<file path="src/rtl/uart_pkg.sv">
// Shared types and frame constants for the buffered UART unit.
package uart_pkg;

  localparam int   DATA_BITS  = 8;
  localparam int   STOP_BITS  = 1;
  localparam logic IDLE_LEVEL = 1'b1;

  typedef enum logic       {REQ_IDLE, REQ_PEND}                  req_state_t;
  typedef enum logic [1:0] {TX_IDLE, TX_START, TX_DATA, TX_STOP} tx_state_t;
  typedef enum logic [1:0] {RX_IDLE, RX_START, RX_DATA, RX_STOP} rx_state_t;

endpackage

</file>
<file path="src/rtl/uart_sync_fifo.sv">
// Synchronous FIFO with wrap-bit pointers; dout shows the head entry (fall-through).
module uart_sync_fifo #(
  parameter int WIDTH = 8,
  parameter int DEPTH = 16
) (
  input  logic             clk,
  input  logic             rstn,
  input  logic             push_i,
  input  logic             pop_i,
  input  logic [WIDTH-1:0] din_i,
  output logic [WIDTH-1:0] dout_o,
  output logic             full_o,
  output logic             empty_o
);

  localparam int AW = $clog2(DEPTH);

  logic [AW:0]      wr_q, rd_q;
  logic [WIDTH-1:0] mem_q [DEPTH];
  logic             do_push, do_pop;

  assign empty_o = (wr_q == rd_q);
  assign full_o  = (wr_q[AW] != rd_q[AW]) && (wr_q[AW-1:0] == rd_q[AW-1:0]);
  assign dout_o  = mem_q[rd_q[AW-1:0]];

  // A push into a full FIFO is accepted only when the head leaves in the same cycle.
  assign do_pop  = pop_i & ~empty_o;
  assign do_push = push_i & (~full_o | do_pop);

  always_ff @(posedge clk or negedge rstn) begin
    if (!rstn) begin
      wr_q <= '0;
      rd_q <= '0;
    end else begin
      if (do_push) wr_q <= wr_q + 1'b1;
      if (do_pop)  rd_q <= rd_q + 1'b1;
    end
  end

  always_ff @(posedge clk) begin
    if (do_push) mem_q[wr_q[AW-1:0]] <= din_i;
  end

endmodule

</file>
<file path="src/rtl/uart_fifo_unit.sv">
// Buffered 8N1 UART: go/done/rors request port to the controller, RX/TX FIFOs, sticky errors.
module uart_fifo_unit
  import uart_pkg::*;
#(
  parameter int CLK_PER_HALF_BIT = 5208,
  parameter int RX_DEPTH         = 16,
  parameter int TX_DEPTH         = 16
) (
  input  logic       clk,
  input  logic       rstn,
  input  logic       go,
  input  logic       rors,
  input  logic [7:0] txdata,
  output logic       done,
  output logic [7:0] rxdata,
  output logic       rx_empty,
  output logic       tx_full,
  input  logic       err_clr,
  output logic       frame_err,
  output logic       overrun,
  output logic       txd,
  input  logic       rxd
);

  localparam int BIT_CYC = 2 * CLK_PER_HALF_BIT;
  localparam int CW      = $clog2(BIT_CYC) + 1;
  localparam logic [CW-1:0] BIT_LAST  = CW'(BIT_CYC - 1);
  localparam logic [CW-1:0] HALF_LAST = CW'(CLK_PER_HALF_BIT - 1);
  localparam logic [CW-1:0] CNT_ONE   = CW'(1);
  localparam logic [2:0]    IDX_LAST  = 3'(DATA_BITS - 1);

  // FIFO hookup
  logic       tx_push, tx_pop, tx_empty, tx_full_w;
  logic       rx_push, rx_pop, rx_full, rx_empty_w;
  logic [7:0] tx_dout, rx_dout;
  logic [7:0] txbyte_q, txbyte_d, rx_sh_q, rx_sh_d;

  uart_sync_fifo #(.WIDTH(8), .DEPTH(TX_DEPTH)) u_tx_fifo (
    .clk(clk), .rstn(rstn), .push_i(tx_push), .pop_i(tx_pop), .din_i(txbyte_q),
    .dout_o(tx_dout), .full_o(tx_full_w), .empty_o(tx_empty)
  );

  uart_sync_fifo #(.WIDTH(8), .DEPTH(RX_DEPTH)) u_rx_fifo (
    .clk(clk), .rstn(rstn), .push_i(rx_push), .pop_i(rx_pop), .din_i(rx_sh_q),
    .dout_o(rx_dout), .full_o(rx_full), .empty_o(rx_empty_w)
  );

  assign tx_full  = tx_full_w;
  assign rx_empty = rx_empty_w;

  // Request handshake
  req_state_t req_q, req_d;
  logic       rors_q, rors_d;
  logic [7:0] rxdata_q, rxdata_d;

  always_comb begin
    req_d    = req_q;
    rors_d   = rors_q;
    txbyte_d = txbyte_q;
    rxdata_d = rxdata_q;
    tx_push  = 1'b0;
    rx_pop   = 1'b0;
    done     = 1'b0;
    case (req_q)
      REQ_IDLE: if (go) begin
        rors_d = rors;
        if (!rors) txbyte_d = txdata;
        req_d = REQ_PEND;
      end
      REQ_PEND: begin
        if (!rors_q && !tx_full_w) begin
          tx_push = 1'b1;
          done    = 1'b1;
          req_d   = REQ_IDLE;
        end else if (rors_q && !rx_empty_w) begin
          rx_pop   = 1'b1;
          rxdata_d = rx_dout;
          done     = 1'b1;
          req_d    = REQ_IDLE;
        end
      end
      default: req_d = REQ_IDLE;
    endcase
  end

  // The popped byte is forwarded in the done cycle, then held by the register.
  assign rxdata = rx_pop ? rx_dout : rxdata_q;

  // TX engine
  tx_state_t     tx_q, tx_d;
  logic [CW-1:0] tx_cnt_q, tx_cnt_d;
  logic [2:0]    tx_bit_q, tx_bit_d;
  logic [7:0]    tx_sh_q, tx_sh_d;
  logic          txd_q, txd_d;

  always_comb begin
    tx_d     = tx_q;
    tx_cnt_d = tx_cnt_q;
    tx_bit_d = tx_bit_q;
    tx_sh_d  = tx_sh_q;
    txd_d    = txd_q;
    tx_pop   = 1'b0;
    case (tx_q)
      TX_IDLE: begin
        txd_d = IDLE_LEVEL;
        if (!tx_empty) begin
          tx_pop   = 1'b1;
          tx_sh_d  = tx_dout;
          txd_d    = ~IDLE_LEVEL;
          tx_cnt_d = '0;
          tx_d     = TX_START;
        end
      end
      TX_START: begin
        if (tx_cnt_q == BIT_LAST) begin
          tx_cnt_d = '0;
          txd_d    = tx_sh_q[0];
          tx_sh_d  = tx_sh_q >> 1;
          tx_bit_d = '0;
          tx_d     = TX_DATA;
        end else tx_cnt_d = tx_cnt_q + CNT_ONE;
      end
      TX_DATA: begin
        if (tx_cnt_q == BIT_LAST) begin
          tx_cnt_d = '0;
          if (tx_bit_q == IDX_LAST) begin
            txd_d = IDLE_LEVEL;
            tx_d  = TX_STOP;
          end else begin
            txd_d    = tx_sh_q[0];
            tx_sh_d  = tx_sh_q >> 1;
            tx_bit_d = tx_bit_q + 3'd1;
          end
        end else tx_cnt_d = tx_cnt_q + CNT_ONE;
      end
      TX_STOP: begin
        if (tx_cnt_q == BIT_LAST) begin
          tx_cnt_d = '0;
          // Chain straight into the next start bit so queued frames are gap-free.
          if (!tx_empty) begin
            tx_pop  = 1'b1;
            tx_sh_d = tx_dout;
            txd_d   = ~IDLE_LEVEL;
            tx_d    = TX_START;
          end else tx_d = TX_IDLE;
        end else tx_cnt_d = tx_cnt_q + CNT_ONE;
      end
      default: tx_d = TX_IDLE;
    endcase
  end

  assign txd = txd_q;

  // RX engine
  rx_state_t     rx_q, rx_d;
  logic [CW-1:0] rx_cnt_q, rx_cnt_d;
  logic [2:0]    rx_bit_q, rx_bit_d;
  logic          rx_s1_q, rx_s2_q, rx_s3_q;
  logic          fe_set, ov_set, frame_err_q, overrun_q;

  always_comb begin
    rx_d     = rx_q;
    rx_cnt_d = rx_cnt_q;
    rx_bit_d = rx_bit_q;
    rx_sh_d  = rx_sh_q;
    rx_push  = 1'b0;
    fe_set   = 1'b0;
    ov_set   = 1'b0;
    case (rx_q)
      RX_IDLE: if (rx_s3_q && !rx_s2_q) begin
        rx_cnt_d = '0;
        rx_d     = RX_START;
      end
      RX_START: begin
        if (rx_cnt_q == HALF_LAST) begin
          rx_cnt_d = '0;
          rx_bit_d = '0;
          rx_d     = rx_s2_q ? RX_IDLE : RX_DATA;
        end else rx_cnt_d = rx_cnt_q + CNT_ONE;
      end
      RX_DATA: begin
        if (rx_cnt_q == BIT_LAST) begin
          rx_cnt_d = '0;
          rx_sh_d  = {rx_s2_q, rx_sh_q[7:1]};
          if (rx_bit_q == IDX_LAST) rx_d = RX_STOP;
          else                      rx_bit_d = rx_bit_q + 3'd1;
        end else rx_cnt_d = rx_cnt_q + CNT_ONE;
      end
      RX_STOP: begin
        if (rx_cnt_q == BIT_LAST) begin
          rx_cnt_d = '0;
          rx_d     = RX_IDLE;
          if (!rx_s2_q)     fe_set  = 1'b1;
          else if (rx_full) ov_set  = 1'b1;
          else              rx_push = 1'b1;
        end else rx_cnt_d = rx_cnt_q + CNT_ONE;
      end
      default: rx_d = RX_IDLE;
    endcase
  end

  assign frame_err = frame_err_q;
  assign overrun   = overrun_q;

  always_ff @(posedge clk or negedge rstn) begin
    if (!rstn) begin
      req_q       <= REQ_IDLE;
      rors_q      <= 1'b0;
      txbyte_q    <= '0;
      rxdata_q    <= '0;
      tx_q        <= TX_IDLE;
      tx_cnt_q    <= '0;
      tx_bit_q    <= '0;
      tx_sh_q     <= '0;
      txd_q       <= IDLE_LEVEL;
      rx_q        <= RX_IDLE;
      rx_cnt_q    <= '0;
      rx_bit_q    <= '0;
      rx_sh_q     <= '0;
      rx_s1_q     <= IDLE_LEVEL;
      rx_s2_q     <= IDLE_LEVEL;
      rx_s3_q     <= IDLE_LEVEL;
      frame_err_q <= 1'b0;
      overrun_q   <= 1'b0;
    end else begin
      req_q       <= req_d;
      rors_q      <= rors_d;
      txbyte_q    <= txbyte_d;
      rxdata_q    <= rxdata_d;
      tx_q        <= tx_d;
      tx_cnt_q    <= tx_cnt_d;
      tx_bit_q    <= tx_bit_d;
      tx_sh_q     <= tx_sh_d;
      txd_q       <= txd_d;
      rx_q        <= rx_d;
      rx_cnt_q    <= rx_cnt_d;
      rx_bit_q    <= rx_bit_d;
      rx_sh_q     <= rx_sh_d;
      rx_s1_q     <= rxd;
      rx_s2_q     <= rx_s1_q;
      rx_s3_q     <= rx_s2_q;
      // A new error event outranks a simultaneous clear.
      frame_err_q <= fe_set | (frame_err_q & ~err_clr);
      overrun_q   <= ov_set | (overrun_q & ~err_clr);
    end
  end

endmodule

</file>
<file path="config.mk">
export PLATFORM = sky130hd
export DESIGN_NAME = uart_fifo_unit
export DESIGN_NICKNAME = d
export VERILOG_FILES = /design/src/rtl/uart_pkg.sv /design/src/rtl/uart_sync_fifo.sv /design/src/rtl/uart_fifo_unit.sv
export SDC_FILE = /design/constraint.sdc
export NUM_CORES = 1
export LEC_CHECK = 0
export CORE_UTILIZATION = 62
export DETAILED_ROUTE_END_ITERATION = 7
export GPL_TIMING_DRIVEN = 1
export PLACE_DENSITY = 0.78
export SLEW_MARGIN = 25
export SYNTH_ARGS = -nofsm -noshare
export SYNTH_HDL_FRONTEND = slang
export SYNTH_SLANG_ARGS = --single-unit
</file>
<file path="constraint.sdc">
create_clock -name clk -period 4.1 [get_ports clk]
set_input_delay 0.41 -clock clk [delete_from_list [all_inputs] [get_ports clk]]
set_output_delay 0.41 -clock clk [all_outputs]
set_load 0.02 [all_outputs]
</file>
### Word-level counts from Yosys, hierarchy flattened

Memory sizes are Yosys's and may differ from the RTL's.
Cells that the tools add are included.

* add/sub/neg operators: 8
* reductions and logical operators: 25
* bitwise gates (word level): 18
* equal/unequal tests: 30
* muxes and demuxes: 72

Operators with widths (number)
* 15-bit two-way mux: 5
* 8-bit two-way mux: 6
* 15-bit case mux with 3 select lines: 1
* 1-bit two-way mux: 34
* 8-bit case mux with 4 select lines: 1
* 15-bit by 1-bit adder with 15-bit output, second input constant: 2
* 15-bit by 14-bit == test with 1-bit output, second input constant: 2
* 15-bit case mux with 2 select lines: 1
* 2-bit != test, second input constant: 13
* 2-bit two-way mux: 11
* 5-bit by 1-bit adder with 5-bit output, second input constant: 4
* 3-bit two-way mux: 6
* 2-bit case mux with 4 select lines: 2
* 4-bit AND reduction: 4
* 15-bit by 13-bit == test with 1-bit output, second input constant: 1
* 3-bit case mux with 2 select lines: 2
* 5-bit == test: 2
* 5-bit AND reduction: 2
* 2-bit == test, second input constant: 4
* 4-bit == test: 2
* 1-bit NOT: 8
* 3-bit by 1-bit adder with 3-bit output, second input constant: 2
* 1-bit bitwise AND: 6
* 3-bit == test, second input constant: 2
* other kinds (13): 30

* word-level logic and storage cells: 177
* input bits: 14
* memories: 2
* bits in registers: 100
* output and inout port bits: 14
* RAM bits: 256

Memories
* u_rx_fifo.mem_q: words 16, bits a word 8, rd ports 1, clocked after memory_dff 0, write ports 1, line uart_sync_fifo.sv:19 `logic [WIDTH-1:0] mem_q [DEPTH];`
* u_tx_fifo.mem_q: words 16, bits a word 8, rd ports 1, clocked after memory_dff 0, write ports 1, line uart_sync_fifo.sv:19

### Depth between registers and ports, before layout

Gate-level depths: netlist (run 1).

* depth after elaboration: 11
* depth in mapped cells: 8
* depth with buffers taken out: 7

### By module

Synthesis (run 1) repeated with hierarchy kept, for this count alone.

* cell total of the unflattened synthesis: 926
* area total of the unflattened synthesis: 15049.4 um2

Modules (own cells, without submodules)
* uart_sync_fifo (u_rx_fifo): area an instance 5527.8 um2, cells an instance 269, times used 1
* uart_sync_fifo (u_tx_fifo): area an instance 5462.7 um2, cells an instance 270, times used 1
* uart_fifo_unit: area an instance 4058.9 um2, cells an instance 387, times used 1

### Worst setup path before layout (run 1)

OpenSTA, ideal clock, no wires.

* kind: flip-flop to flip-flop
* start: register rx_cnt_q[0]
* end: memory u_rx_fifo.mem_q[3][0] (enable)
* data arrival time: 2.458 ns
* path buffers: 0
* library setup time: 0.383 ns
* setup slack: 1.259 ns
* stages on the path, launching flop included: 7
* cell sequence: dfrtp_1 > ha_1 > and4_1 > nand4_1 > a2111oi_2 > nand2_1 > nor3_1

* longest elaborated chain between the ends: 6

Ends and longest elaborated chain
* start, declared: line uart_fifo_unit.sv:156 `logic [CW-1:0] rx_cnt_q, rx_cnt_d;`
* start signal, assigned: line uart_fifo_unit.sv:236 `rx_cnt_q <= rx_cnt_d;`
* 15-bit by 14-bit == test with 1-bit output: line uart_fifo_unit.sv:190 `if (rx_cnt_q == BIT_LAST) begin`
* 1-bit two-way mux: line uart_fifo_unit.sv:190
* 1-bit two-way mux: line uart_fifo_unit.sv:169 `case (rx_q)`
* 1-bit bitwise AND: line uart_sync_fifo.sv:28 `assign do_push = push_i & (~full_o | do_pop);`
* 1-bit two-way mux: line uart_sync_fifo.sv:41 `if (do_push) mem_q[wr_q[AW-1:0]] <= din_i;`
* 1-bit two-way mux (implied by the code): line uart_sync_fifo.sv:41
* end, declared: line uart_sync_fifo.sv:19

No other way between the ends.

### Worst setup path after layout (run 1)

* start: register u_rx_fifo.rd_q[0]
* end: output rxdata[0]

* longest elaborated chain between the ends: 7
* elaborated cells on any way between the ends: 8

Ends and longest elaborated chain
* start, declared: line uart_sync_fifo.sv:18 `logic [AW:0] wr_q, rd_q;`
* start signal, assigned: line uart_sync_fifo.sv:36 `if (do_pop) rd_q <= rd_q + 1'b1;`
* 5-bit == test: line uart_sync_fifo.sv:22 `assign empty_o = (wr_q == rd_q);`
* 1-bit logical NOT: line uart_fifo_unit.sv:75 `end else if (rors_q && !rx_empty_w) begin`
* 1-bit logical AND: line uart_fifo_unit.sv:75
* 1-bit two-way mux: line uart_fifo_unit.sv:75
* 1-bit two-way mux: line uart_fifo_unit.sv:71 `if (!rors_q && !tx_full_w) begin`
* 1-bit two-way mux: line uart_fifo_unit.sv:64 `case (req_q)`
* 8-bit two-way mux (*): line uart_fifo_unit.sv:87 `assign rxdata = rx_pop ? rx_dout : rxdata_q;`
* end, declared: line uart_fifo_unit.sv:15 `output logic [7:0] rxdata,`

Every way passes the cells marked *; elsewhere a longest branch is shown, timed or not.

==> flow_summary.toml, run 1 <==
[outcome]
status = "finished, violations left"
violations = "hold timing"

[clock_network]
h-tree-depth = 2
cts_made_buffers = 37
clk_latency_ns = 0.53
post_cts_resized = 0
cts_setup_buffers = 0
cts.sinks = 356
clk_pin_slew_ns = 0.06
holdBufCountCts = 0
max-clock-path-buffers = 3
root_buffer = "clkbuf_16"
tritoncts = "yes"

[timing]
fin_skew_ns = 0.0207
setup_viol = 0
maxSlewViolCount = 0
worst_slew_pin_slew_ns = 0.911
finalSetupTns_ns = 0
rsz0062_at_grt = "false"
final.hold.worst_slack_ns = -0.0200
hold_viol = 11
fin_crit_ns = 3.78
finalCritPeriodShare = 0.923
fmax_mhz = 264
maxSlewHeadroom = 0.391

[floorplanning]
num_rows = 56
die_x_um = 158
die_y_um = 158
design.die.area_um2 = 24900
io_pins = 28
start_util = 0.637
core-area_um2 = 23600

[logic_synthesis]
yosysSeqAreaShare = 0.678
async_reset_ff_frac = 0.281
syn_area_um2 = 15000
synth_edf_count = 256
yosys_warnings = 0
synth_fp_nets = 980
ys.flop_type = "edfxtp_1"
netlist_instances = 945
avgSynthCellArea_um2 = 15.9
ys_ff_latch = 356
synth.distinct_cells = 62

[grt]
antenna_found_initial = 0
grt_pass1_vias = 8139
grt_pass1_wl_um = 46200
globalRouteTotalUtil = 0.252
grt_max_degree = 59
grt_overflow = 0

[critical_path]
crit_chain = "xor2_1 > nor4_1 > a21oi_2 > buf_4 > mux2_2 > clkdlybuf4s50_1"
required_ns = 3.69
critPathMaxFanout = 17
cp_slowest_cell = "nor4_1"
cp.arrival_ns = 3.37
critPathMaxStageDelay_ns = 0.78
cp-end-kind = "output pin"
path_class = "flip-flop to output pin"
start_kind = "flip-flop"

[place]
place_hpwl_um = 18400
place_inst = 1268
gp_congestion = 0.831
port_buffers = 27
placed_cell_area_um2 = 15700

[cells_and_area]
regArea_um2 = 10200
diodes = 0
area_growth_pct = 12.2
utilization = 0.715
design_area_um2 = 16900
finalNonFillerCells = 1335
multi_input_area_um2 = 4610
fill_cells = 1467
layout_commonest_cell = "edfxtp_1"
drive_gt1_frac = 0.196
layout_common_cells = "256 x edfxtp_1, 94 x dfrtp_1, 63 x mux4_2, 58 x nand2_1, 50 x o21ai_0"
fin_nets = 1023

[drt]
drc = 0
drt_iter0_drc = 855
wirelength_um = 29700
avgViaCountPerCell = 6.24
firstDrtPassIters = 5
ant_nets = 0
wl_per_cell_um = 22.2
vias = 8329

[run]
max_cap_violations = 0

[pwr]
finalPower_uw = 10300
worst_ir_drop_vdd_mv = 0.447
p_per_area_nw_per_um2 = 609
p_leak_uw = 0.00572

[min_path]
holdCritPathClass = "primary input to asynchronous set/reset pin"
## worst paths after layout
kind	start	end	slack, ns	cells after the start
worst max register to register	rx_cnt_q[9]	u_rx_fifo.mem_q[10][6]	1.18	6
min in group clk	rxd	rx_s1_q	0.30	1
worst max-delay path	u_rx_fifo.rd_q[0]	rxdata[0]	0.32	6
worst min register to register	rx_s1_q	rx_s2_q	0.36	0
worst min-delay path	rstn	tx_cnt_q[4]	-0.02	1
max in group asynchronous	rstn	rx_s2_q	3.22	2
## where the power goes
| group | switching [uW] | total (uW) | leakage [uW] | internal [uW] |
|---|---|---|---|---|
| clock | 1320 | 3250 | 0.000572 | 1940 |
| combinational | 1240 | 2210 | 0.00180 | 968 |
| sequential | 429 | 4810 | 0.00335 | 4380 |
## metal layers
metal | track usage | vias to the layer above | share of wire
met2 | 0.380 | 290 | 0.46
met1 | 0.385 | 4242 | 0.45
met5 | 0 | - | 0
met4 | 0.0754 | 0 | 0.021
met3 | 0.0391 | 50 | 0.066
li1 | - | 3747 | -
## cell families after synthesis
| family | count (synthesis) | synth area share |
|---|---|---|
| AOI/OAI and AO/OA | 122 | 0.0521 |
| xor gates and xnor gates | 33 | 0.0192 |
| adders and majority gates | 21 | 0.0175 |
| buffers and inverters | 60 | 0.0158 |
| DFF | 356 | 0.678 |
| muxes | 113 | 0.132 |
| and+or+nand+nor | 240 | 0.0856 |
## critical path: cells and delay by family (launching register included)
kind,cells,cell delay (ns)
XOR/XNOR,1,0.18
AND/OR/NAND/NOR,1,0.78
AO/OA/AOI/OAI,1,0.23
multiplexers,1,0.25
flip-flops,1,0.51
buffers and inverters,2,0.88
## cells in the mapped netlist, types with 9 or more instances
cell / count / area, um2
nor2_1: 39 / 146
a22oi_1: 16 / 120
mux2_2: 44 / 495
xnor2_1: 18 / 158
ha_1: 21 / 263
clkbuf_1: 31 / 116
mux4_2: 63 / 1420
xor2_1: 15 / 131
dfrtp_1: 96 / 2400
buf_2: 9 / 45.0
nor3_1: 16 / 80.1
edfxtp_1: 256 / 7690
inv_1: 15 / 56.3
nand2_1: 58 / 218
o21ai_0: 50 / 250
nand4_1: 12 / 75.1
nand3_1: 23 / 115
a21oi_1: 15 / 75.1
and3_1: 19 / 119
nand2b_1: 25 / 156
nor2b_1: 9 / 56.3
## flip-flops by register name, summed over array words and instances, names as in the netlist, 3 cells and up, named ones only
| signal | cells |
|---|---|
| u_rx_fifo.wr_q | 5 |
| rx_sh_q | 8 |
| u_rx_fifo.rd_q | 5 |
| rxdata_q | 8 |
| u_rx_fifo.mem_q | 128 |
| tx_sh_q | 8 |
| txbyte_q | 8 |
| u_tx_fifo.wr_q | 5 |
| rx_bit_q | 3 |
| u_tx_fifo.mem_q | 128 |
| tx_bit_q | 3 |
| u_tx_fifo.rd_q | 5 |
| tx_cnt_q | 15 |
| rx_cnt_q | 15 |
## cell type report
| type | count | share of cell area |
|---|---|---|
| Clock buffer | 49 | 0.0581 |
| Clock inverter | 18 | 0.0112 |
| Inverter | 15 | 0.00334 |
| Multi-Input combinational cell | 529 | 0.273 |
| Sequential cell | 356 | 0.604 |
| Tap cell | 319 | 0.0237 |
| Timing Repair Buffer | 49 | 0.0264 |
## metrics by stage
step,worst slack (ns),hold slack (ns)
2_1_floorplan,1.26,0.114
3_3_place_gp,0.984,0.347
3_5_place_dp,0.927,0.348
4_1_cts,0.308,0.00901
5_1_grt,0.203,0.0437
6_report,0.317,-0.0200
No activity file was read; power rests on OpenSTA's default activity.
==> inputs of run 2 (changes only) <==
CTS_CLUSTER_SIZE = 14   (was default)
==> results of run 2 <==
Final layout, timing and power as in run 1 (identical DEF).
